**src/rtl/kernel_cc_fifo_burst_writer.sv**
```systemverilog
// kernel_cc_fifo_burst_writer: drains the kernel_cc FIFO into global memory as AXI4 INCR write bursts
module kernel_cc_fifo_burst_writer #(
  parameter int DATA_WIDTH = 64,
  parameter int ADDR_WIDTH = 64,
  parameter int CNT_WIDTH  = 32,
  parameter int MAX_BURST  = 16
) (
  input  logic                  clk,
  input  logic                  reset,
  input  logic                  start,
  input  logic [ADDR_WIDTH-1:0] base_addr,
  input  logic [CNT_WIDTH-1:0]  num_words,
  output logic                  busy,
  output logic                  done,
  output logic                  err,
  input  logic                  fifo_empty_n,
  input  logic [DATA_WIDTH-1:0] fifo_dout,
  output logic                  fifo_read,
  output logic                  m_awvalid,
  input  logic                  m_awready,
  output logic [ADDR_WIDTH-1:0] m_awaddr,
  output logic [7:0]            m_awlen,
  output logic [2:0]            m_awsize,
  output logic [1:0]            m_awburst,
  output logic                  m_wvalid,
  input  logic                  m_wready,
  output logic [DATA_WIDTH-1:0] m_wdata,
  output logic [7:0]            m_wstrb,
  output logic                  m_wlast,
  input  logic                  m_bvalid,
  output logic                  m_bready,
  input  logic [1:0]            m_bresp
);
  typedef enum logic [2:0] {IDLE, CALC, ADDR, DATA, RESP, FIN} state_t;
  state_t state, state_nx;
  logic [ADDR_WIDTH-1:0] addr;
  logic [CNT_WIDTH-1:0]  remain;
  logic [7:0]            beat;
  logic [12:0]           room, cap;
  logic [8:0]            blen;
  logic                  w_hs;
  // beats left before the next 4 KB page, then clipped by burst cap and remaining words
  assign room = (13'h1000 - {1'b0, addr[11:0]}) >> 3;
  assign cap  = room < 13'(MAX_BURST) ? room : 13'(MAX_BURST);
  assign blen = remain < CNT_WIDTH'(cap) ? 9'(remain) : 9'(cap);
  assign busy      = state != IDLE;
  assign done      = state == FIN;
  assign m_awvalid = state == ADDR;
  assign m_awaddr  = addr;
  assign m_awsize  = 3'b011;
  assign m_awburst = 2'b01;
  assign m_wvalid  = (state == DATA) & fifo_empty_n;
  assign m_wdata   = fifo_dout;
  assign m_wstrb   = 8'hFF;
  assign m_wlast   = (state == DATA) & (beat == m_awlen);
  assign m_bready  = state == RESP;
  assign w_hs      = m_wvalid & m_wready;
  assign fifo_read = w_hs;
  always_comb begin
    state_nx = state;
    case (state)
      IDLE:    state_nx = start ? CALC : IDLE;
      CALC:    state_nx = remain == '0 ? FIN : ADDR;
      ADDR:    state_nx = m_awready ? DATA : ADDR;
      DATA:    state_nx = (w_hs & m_wlast) ? RESP : DATA;
      RESP:    state_nx = m_bvalid ? CALC : RESP;
      default: state_nx = IDLE;
    endcase
  end
  always_ff @(posedge clk) begin
    if (reset) begin
      state   <= IDLE;
      addr    <= '0;
      remain  <= '0;
      beat    <= '0;
      m_awlen <= '0;
      err     <= 1'b0;
    end else begin
      state <= state_nx;
      if (state == IDLE && start) begin
        addr   <= base_addr;
        remain <= num_words;
        err    <= 1'b0;
      end
      if (state == CALC && remain != '0) m_awlen <= 8'(blen - 9'd1);
      if (state == ADDR && m_awready) beat <= '0;
      if (state == DATA && w_hs) begin
        beat <= beat + 8'd1;
        if (m_wlast) begin
          addr   <= addr + ((ADDR_WIDTH'(m_awlen) + ADDR_WIDTH'(1)) << 3);
          remain <= remain - CNT_WIDTH'(m_awlen) - CNT_WIDTH'(1);
        end
      end
      if (state == RESP && m_bvalid && m_bresp != 2'b00) err <= 1'b1;
    end
  end
endmodule

```
**config.mk**
```make
export PLATFORM = sky130hd
export DESIGN_NAME = kernel_cc_fifo_burst_writer
export DESIGN_NICKNAME = d
export VERILOG_FILES = /design/src/rtl/kernel_cc_fifo_burst_writer.sv
export SDC_FILE = /design/constraint.sdc
export NUM_CORES = 1
export LEC_CHECK = 0
export ABC_AREA = 1
export CAP_MARGIN = 20
export CORE_ASPECT_RATIO = 0.8
export CORE_MARGIN = 10
export CORE_UTILIZATION = 48
export CTS_CLUSTER_DIAMETER = 30
export DETAILED_ROUTE_END_ITERATION = 6
export PLACE_DENSITY = 0.87
export SYNTH_ARGS = -nofsm -noshare
export SYNTH_HDL_FRONTEND = slang
export SYNTH_SLANG_ARGS = --single-unit
```
**constraint.sdc**
```tcl
create_clock -name clk -period 3.8 [get_ports clk]
set_input_delay 1.14 -clock clk [delete_from_list [all_inputs] [get_ports clk]]
set_output_delay 1.14 -clock clk [all_outputs]
set_load 0.01 [all_outputs]
```
==> flow_metrics.tcl, run 1 <==
set metrics [dict create \
    status "completed" \
    synth_area_per_cell_sq_um 6.15 \
    netlist_area_sq_mm 0.00985 \
    wl_per_cell_um 18.0 \
    chipWidth_um 180 \
    multiInputGateArea_sq_mm 0.00595 \
    yosys.area_share.simple 0.328 \
    clock_skew_ns 0.0113 \
    gp_congestion 0.970 \
    grt_max_degree 82 \
    path_buf_inv 2 \
    startpoint_type "register" \
    yosysSeqAreaShare 0.236 \
    vias 11200 \
    drv_cap 0 \
    slowest_delay_ns 0.64 \
    nets 1906 \
    port_buffers 184 \
    gr-total-overflow 0 \
    met1Wirelength_um 15200 \
    worst-path-max-fanout 5 \
    yosysUniqueCellTypes 54 \
    synth_top_cell_by_area "dfxtp_1" \
    total_leakage_power_nw 4.87 \
    clk_pin_slew_worst_paths_ns 0.06 \
    synth-edff-count 0 \
    synth-main-ff-cell "dfxtp_1" \
    required_ns 2.66 \
    synth_compound_area_frac 0.199 \
    hold_class "register to register" \
    ant_nets 0 \
    drt_wl_total_um 35800 \
    drt-initial-drc-count 1497 \
    antenna_found_initial 0 \
    muxShareOfSynthArea 0 \
    dieArea_sq_mm 0.0267 \
    setup.worst_path.end_class "output port" \
    rsz0062_at_grt "no" \
    highest_layer "met4" \
    row_count 46 \
    route.met3.wl_um 4690 \
    yosys_warnings 0 \
    cts.sinks 116 \
    synthCells 1602 \
    clock_path_buffers 2 \
    synthXorXnorAreaFrac 0.0276 \
    design.core.area_sq_mm 0.0200 \
    worst_pin_slew_ns 0.762 \
    slew_headroom 0.487 \
    drv_slew 0 \
    postCtsSetupBuffers 0 \
    hold_viol 0 \
    area_growth_pct 22.5 \
    synthAdderAreaFrac 0.0409 \
    async_reset_ff_frac 0 \
    first_global_vias 10400 \
    seq_area_sq_mm 0.00232 \
    clk_latency_ns 0.43 \
    yosys-top-cells-count "365 x nand2_1, 208 x inv_1, 146 x o21ai_0, 126 x nor2_1, 116 x dfxtp_1" \
    drtPass1Iterations 5 \
    ios 326 \
    cts_inserted_buffers 17 \
    crit_type "register to output port" \
    postLayoutCoreUtil 0.604 \
    wl_met2_um 15300 \
    power_density_mw_per_mm2 391 \
    nFillCells 1799 \
    peakVddDrop_mv 0.216 \
    cp_cell_sequence "inv_1 > nand2_1 > nand3b_1 > nor4_2 > clkdlybuf4s50_1" \
    ys_ff_latch 116 \
    fin_crit_ns 3.61 \
    finalCritPeriodShare 0.950 \
    fmax_mhz 277 \
    setup_viol 0 \
    grt_pass1_wl_um 55800 \
    dp_hpwl_um 26300 \
    synth.most_common_cell "nand2_1" \
    fin_tns_setup_ns 0 \
    whs_ns 0.473 \
    critical-path-slowest-cell "clkdlybuf4s50_1" \
    diodes 0 \
    cts_tree "yes" \
    start_util 0.493 \
    track_usage 0.255 \
    synth_top_family_by_area "simple AND/OR/NAND/NOR gates" \
    ys_top_cells_by_area "dfxtp_1 24%, nand2_1 14%, inv_1 7.9%" \
    die_height_um 148 \
    vias_per_cell 5.64 \
    h-tree-depth 4 \
    cp.arrival_ns 2.47 \
    synth.top_cell.area_share 0.236 \
    cts_root_buf "clkbuf_16" \
    path_delay_family "buffers and inverters" \
    drive_gt1_frac 0.0785 \
    drc 0 \
]
## through the flow
stage	worst slack [ns]	cell area, sq um	power (mW)	std cells
6_report	0.189	12100	4.72	1983
5_1_grt	0.00808	12100	4.94	1983
4_1_cts	0.180	12100	4.68	1983
3_5_place_dp	0.190	11400	2.96	1951
3_3_place_gp	0.195	11400	2.93	1951
2_1_floorplan	0.700	9910	2.47	1618
## tightest hold or removal path: cells and delay by family (launching register included)
kind / cells / cell delay, ns
compound gates: 1 / 0.05
flops: 1 / 0.31
simple gates: 1 / 0.06
## flip-flops by register name, summed over array words and instances, names as in the netlist
register	cells
err	1
m_awlen	8
beat	8
remain	32
state	3
m_awaddr	64
## where the power goes
| part | switching (mW) | total, mW | leakage, nW | internal, mW |
|---|---|---|---|---|
| Clock | 0.670 | 1.74 | 0.292 | 1.07 |
| Combinational | 0.884 | 1.49 | 3.63 | 0.603 |
| Sequential | 0.161 | 1.50 | 0.952 | 1.34 |
| Total | 1.71 | 4.72 | 4.87 | 3.01 |
## area by class of cell
type                            count  area share
Clock inverter                     12      0.0128
Sequential cell                   116       0.192
Inverter                          223      0.0695
Multi-Input combinational cell   1147       0.493
Timing Repair Buffer              201       0.167
Clock buffer                       20      0.0378
Tap cell                          264      0.0274
## routing by layer
layer  track usage  up-vias
li1              -     5375
met3        0.0878       76
met4        0.0659        0
met1         0.333     5039
met5             0        -
met2         0.391      697
## layout by cell type (no fill, tap or decap), drive strengths merged, types with 20 or more instances in the layout
master,instances
clkdlybuf4s50,183
ha,29
o21ai,173
nand3,78
xor2,20
dfxtp,116
a31oi,32
a21oi,116
nand2,387
inv,223
nor3,45
nand4,29
clkbuf,20
nor2,154
## logic make-up (layout without fill, tap and decap cells)
logic type / count (synthesis) / count (layout)
and+or+nand+nor: 716 / 716
buffers and inverters: 355 / 456
AOI/OAI and AO/OA: 351 / 351
DFF: 116 / 116
adders and majority gates: 31 / 31
xor gates and xnor gates: 31 / 31
other: 2 / 18
## path summary, 6_finish.rpt
check	start	to	slack, ns	cells after the start
setup reg to reg	m_awlen[1]	m_awaddr[39]	0.24	22
setup / recovery	m_awlen[5]	m_wlast	0.19	5
hold / removal	err	err	0.47	2
hold reg to reg	err	err	0.47	2
## timing repair
action,in CTS,in global routing
endpoints found under the hold margin,0,0
hold buffers,0,0
endpoints found under the setup margin,0,10
gates resized for setup,0,2
No activity file was read; power rests on OpenSTA's default activity.
==> run 2, diff against run 1 <==
Settings changed: CORE_MARGIN 10 to 4.
==> run 2 against run 1 <==
Compared with the run above:
- the flow now finishes with violations (DRC)
- routed wire length shrank 3.5%
- design area grew 0.22%
- core utilization grew 0.13 points
- non-clock buffer count shrank 2
- sequential power is essentially flat
- global-route usage grew 4.0 points
- power grew 2.2%
==> flow_metrics.tcl, run 2 (synthesized netlist as in run 1, its figures left out) <==
set metrics [dict create \
    pre_cts_ws_ns 0.209 \
    startpoint_type "input port" \
    min_path_cells 2 \
    h-tree-depth 4 \
    cp.arrival_ns 2.45 \
    power_density_mw_per_mm2 399 \
    postCtsSetupBuffers 0 \
    grt_max_degree 66 \
    largest_register_ffs 64 \
    wl_per_cell_um 17.4 \
    drive_gt1_frac 0.0770 \
    layout_commonest_cell "nand2_1" \
    status "finished with violations" \
    finalCritPeriodShare 0.944 \
    met1Wirelength_um 14400 \
    fmax_mhz 279 \
    area_growth_pct 22.7 \
    required_ns 2.66 \
    worst_slack_ns 0.211 \
    critical-path-slowest-cell "clkdlybuf4s50_1" \
    hold_viol 0 \
    reg2regPathDepth 22 \
    setup_viol 0 \
    fin_crit_ns 3.59 \
    drv_cap 0 \
    first_global_vias 10400 \
    diodes 0 \
    hold_class "register to register" \
    final_cell_mix "365 x nand2_1, 207 x inv_1, 183 x clkdlybuf4s50_1" \
    gp_congestion 1.00 \
    clk_latency_ns 0.43 \
    route.met3.wl_um 4390 \
    design.core.area_sq_mm 0.0200 \
    track_usage 0.295 \
    crit_top_cell "clkdlybuf4s50_1" \
    hold_buffers 0 \
    chipWidth_um 168 \
    clk_pin_slew_worst_paths_ns 0.06 \
    die_height_um 136 \
    place_inst 1949 \
    start_util 0.493 \
    cts_root_buf "clkbuf_16" \
    cts_inserted_buffers 17 \
    dp_hpwl_um 25100 \
    setup.worst_path.end_class "output port" \
    crit_type "input port to output port" \
    nets 1904 \
    ff2ff_setup_slack_ns 0.27 \
    dieArea_sq_mm 0.0229 \
    gr-total-overflow 0 \
    cts.sinks 116 \
    drtPass1Iterations 7 \
    drv_slew 0 \
    whs_ns 0.487 \
    drt-initial-drc-count 1192 \
    grt_pass1_wl_um 54200 \
    vias_per_cell 5.70 \
    cp_cell_sequence "clkdlybuf4s50_1 > inv_1 > nor2_2 > nand2_2 > inv_2 > clkdlybuf4s50_1" \
    drt_wl_total_um 34500 \
    row_count 46 \
    violations "DRC" \
    drc 3 \
    design_area_sq_mm 0.0121 \
    cts_tree "yes" \
    slowest_delay_ns 0.53 \
    fin_cells 1979 \
    port_buffers 184 \
    worst-path-max-fanout 2 \
    worst_pin_slew_ns 0.726 \
    ios 326 \
    total_leakage_power_nw 4.89 \
    slew_headroom 0.516 \
    clock_path_buffers 2 \
    antenna_found_initial 0 \
    wl_met2_um 14900 \
    ant_nets 0 \
    highest_layer "met4" \
    dpl_cell_area_sq_mm 0.0114 \
    peakVddDrop_mv 0.297 \
    clock_skew_ns 0.00968 \
    vias 11300 \
]
## run 2: cell type report
type	instances	area, sq um
well taps	264	330
fillers	1814	7880
inverters	223	838
repair buffers	199	2000
clock buffers	21	470
clock inverters	9	176
flip-flops and latches	116	2320
multi-input cells	1147	5960
## run 2: per-stage QoR
stage / total power, mW / utilization / setup TNS [ns]
5_1_grt: 5.06 / 0.606 / -0.113
3_3_place_gp: 2.93 / 0.572 / 0
3_5_place_dp: 2.96 / 0.572 / 0
2_1_floorplan: 2.47 / - / 0
4_1_cts: 4.79 / 0.605 / 0
6_report: 4.82 / 0.606 / 0
## run 2: critical path: cells and delay by family
kind | cells | cell delay [ns]
buffers and inverters | 4 | 1.09
AND/OR/NAND/NOR | 2 | 0.21
## run 2: report_power, final
group | internal (mW) | total, mW | switching (mW)
Combinational | 0.611 | 1.48 | 0.865
Sequential | 1.34 | 1.51 | 0.173
Clock | 1.21 | 1.84 | 0.631
## run 2: worst paths after layout
path | endpoint | from
hold reg to reg | m_awaddr[1] | m_awaddr[1]
hold / removal | m_awaddr[1] | m_awaddr[1]
setup reg to reg | m_awaddr[39] | m_awlen[1]
setup / recovery | fifo_read | fifo_empty_n
## run 2: routing by layer
metal,track usage,vias to the layer above
li1,-,5364
met1,0.404,5099
met2,0.440,744
met3,0.0895,73
met4,0.102,0
met5,0,-
## run 2: timing repair
item / 4_1_cts / 5_1_grt
endpoints found under the setup margin: 0 / 6
endpoints found under the hold margin: 0 / 0
gates resized for setup: 0 / 3
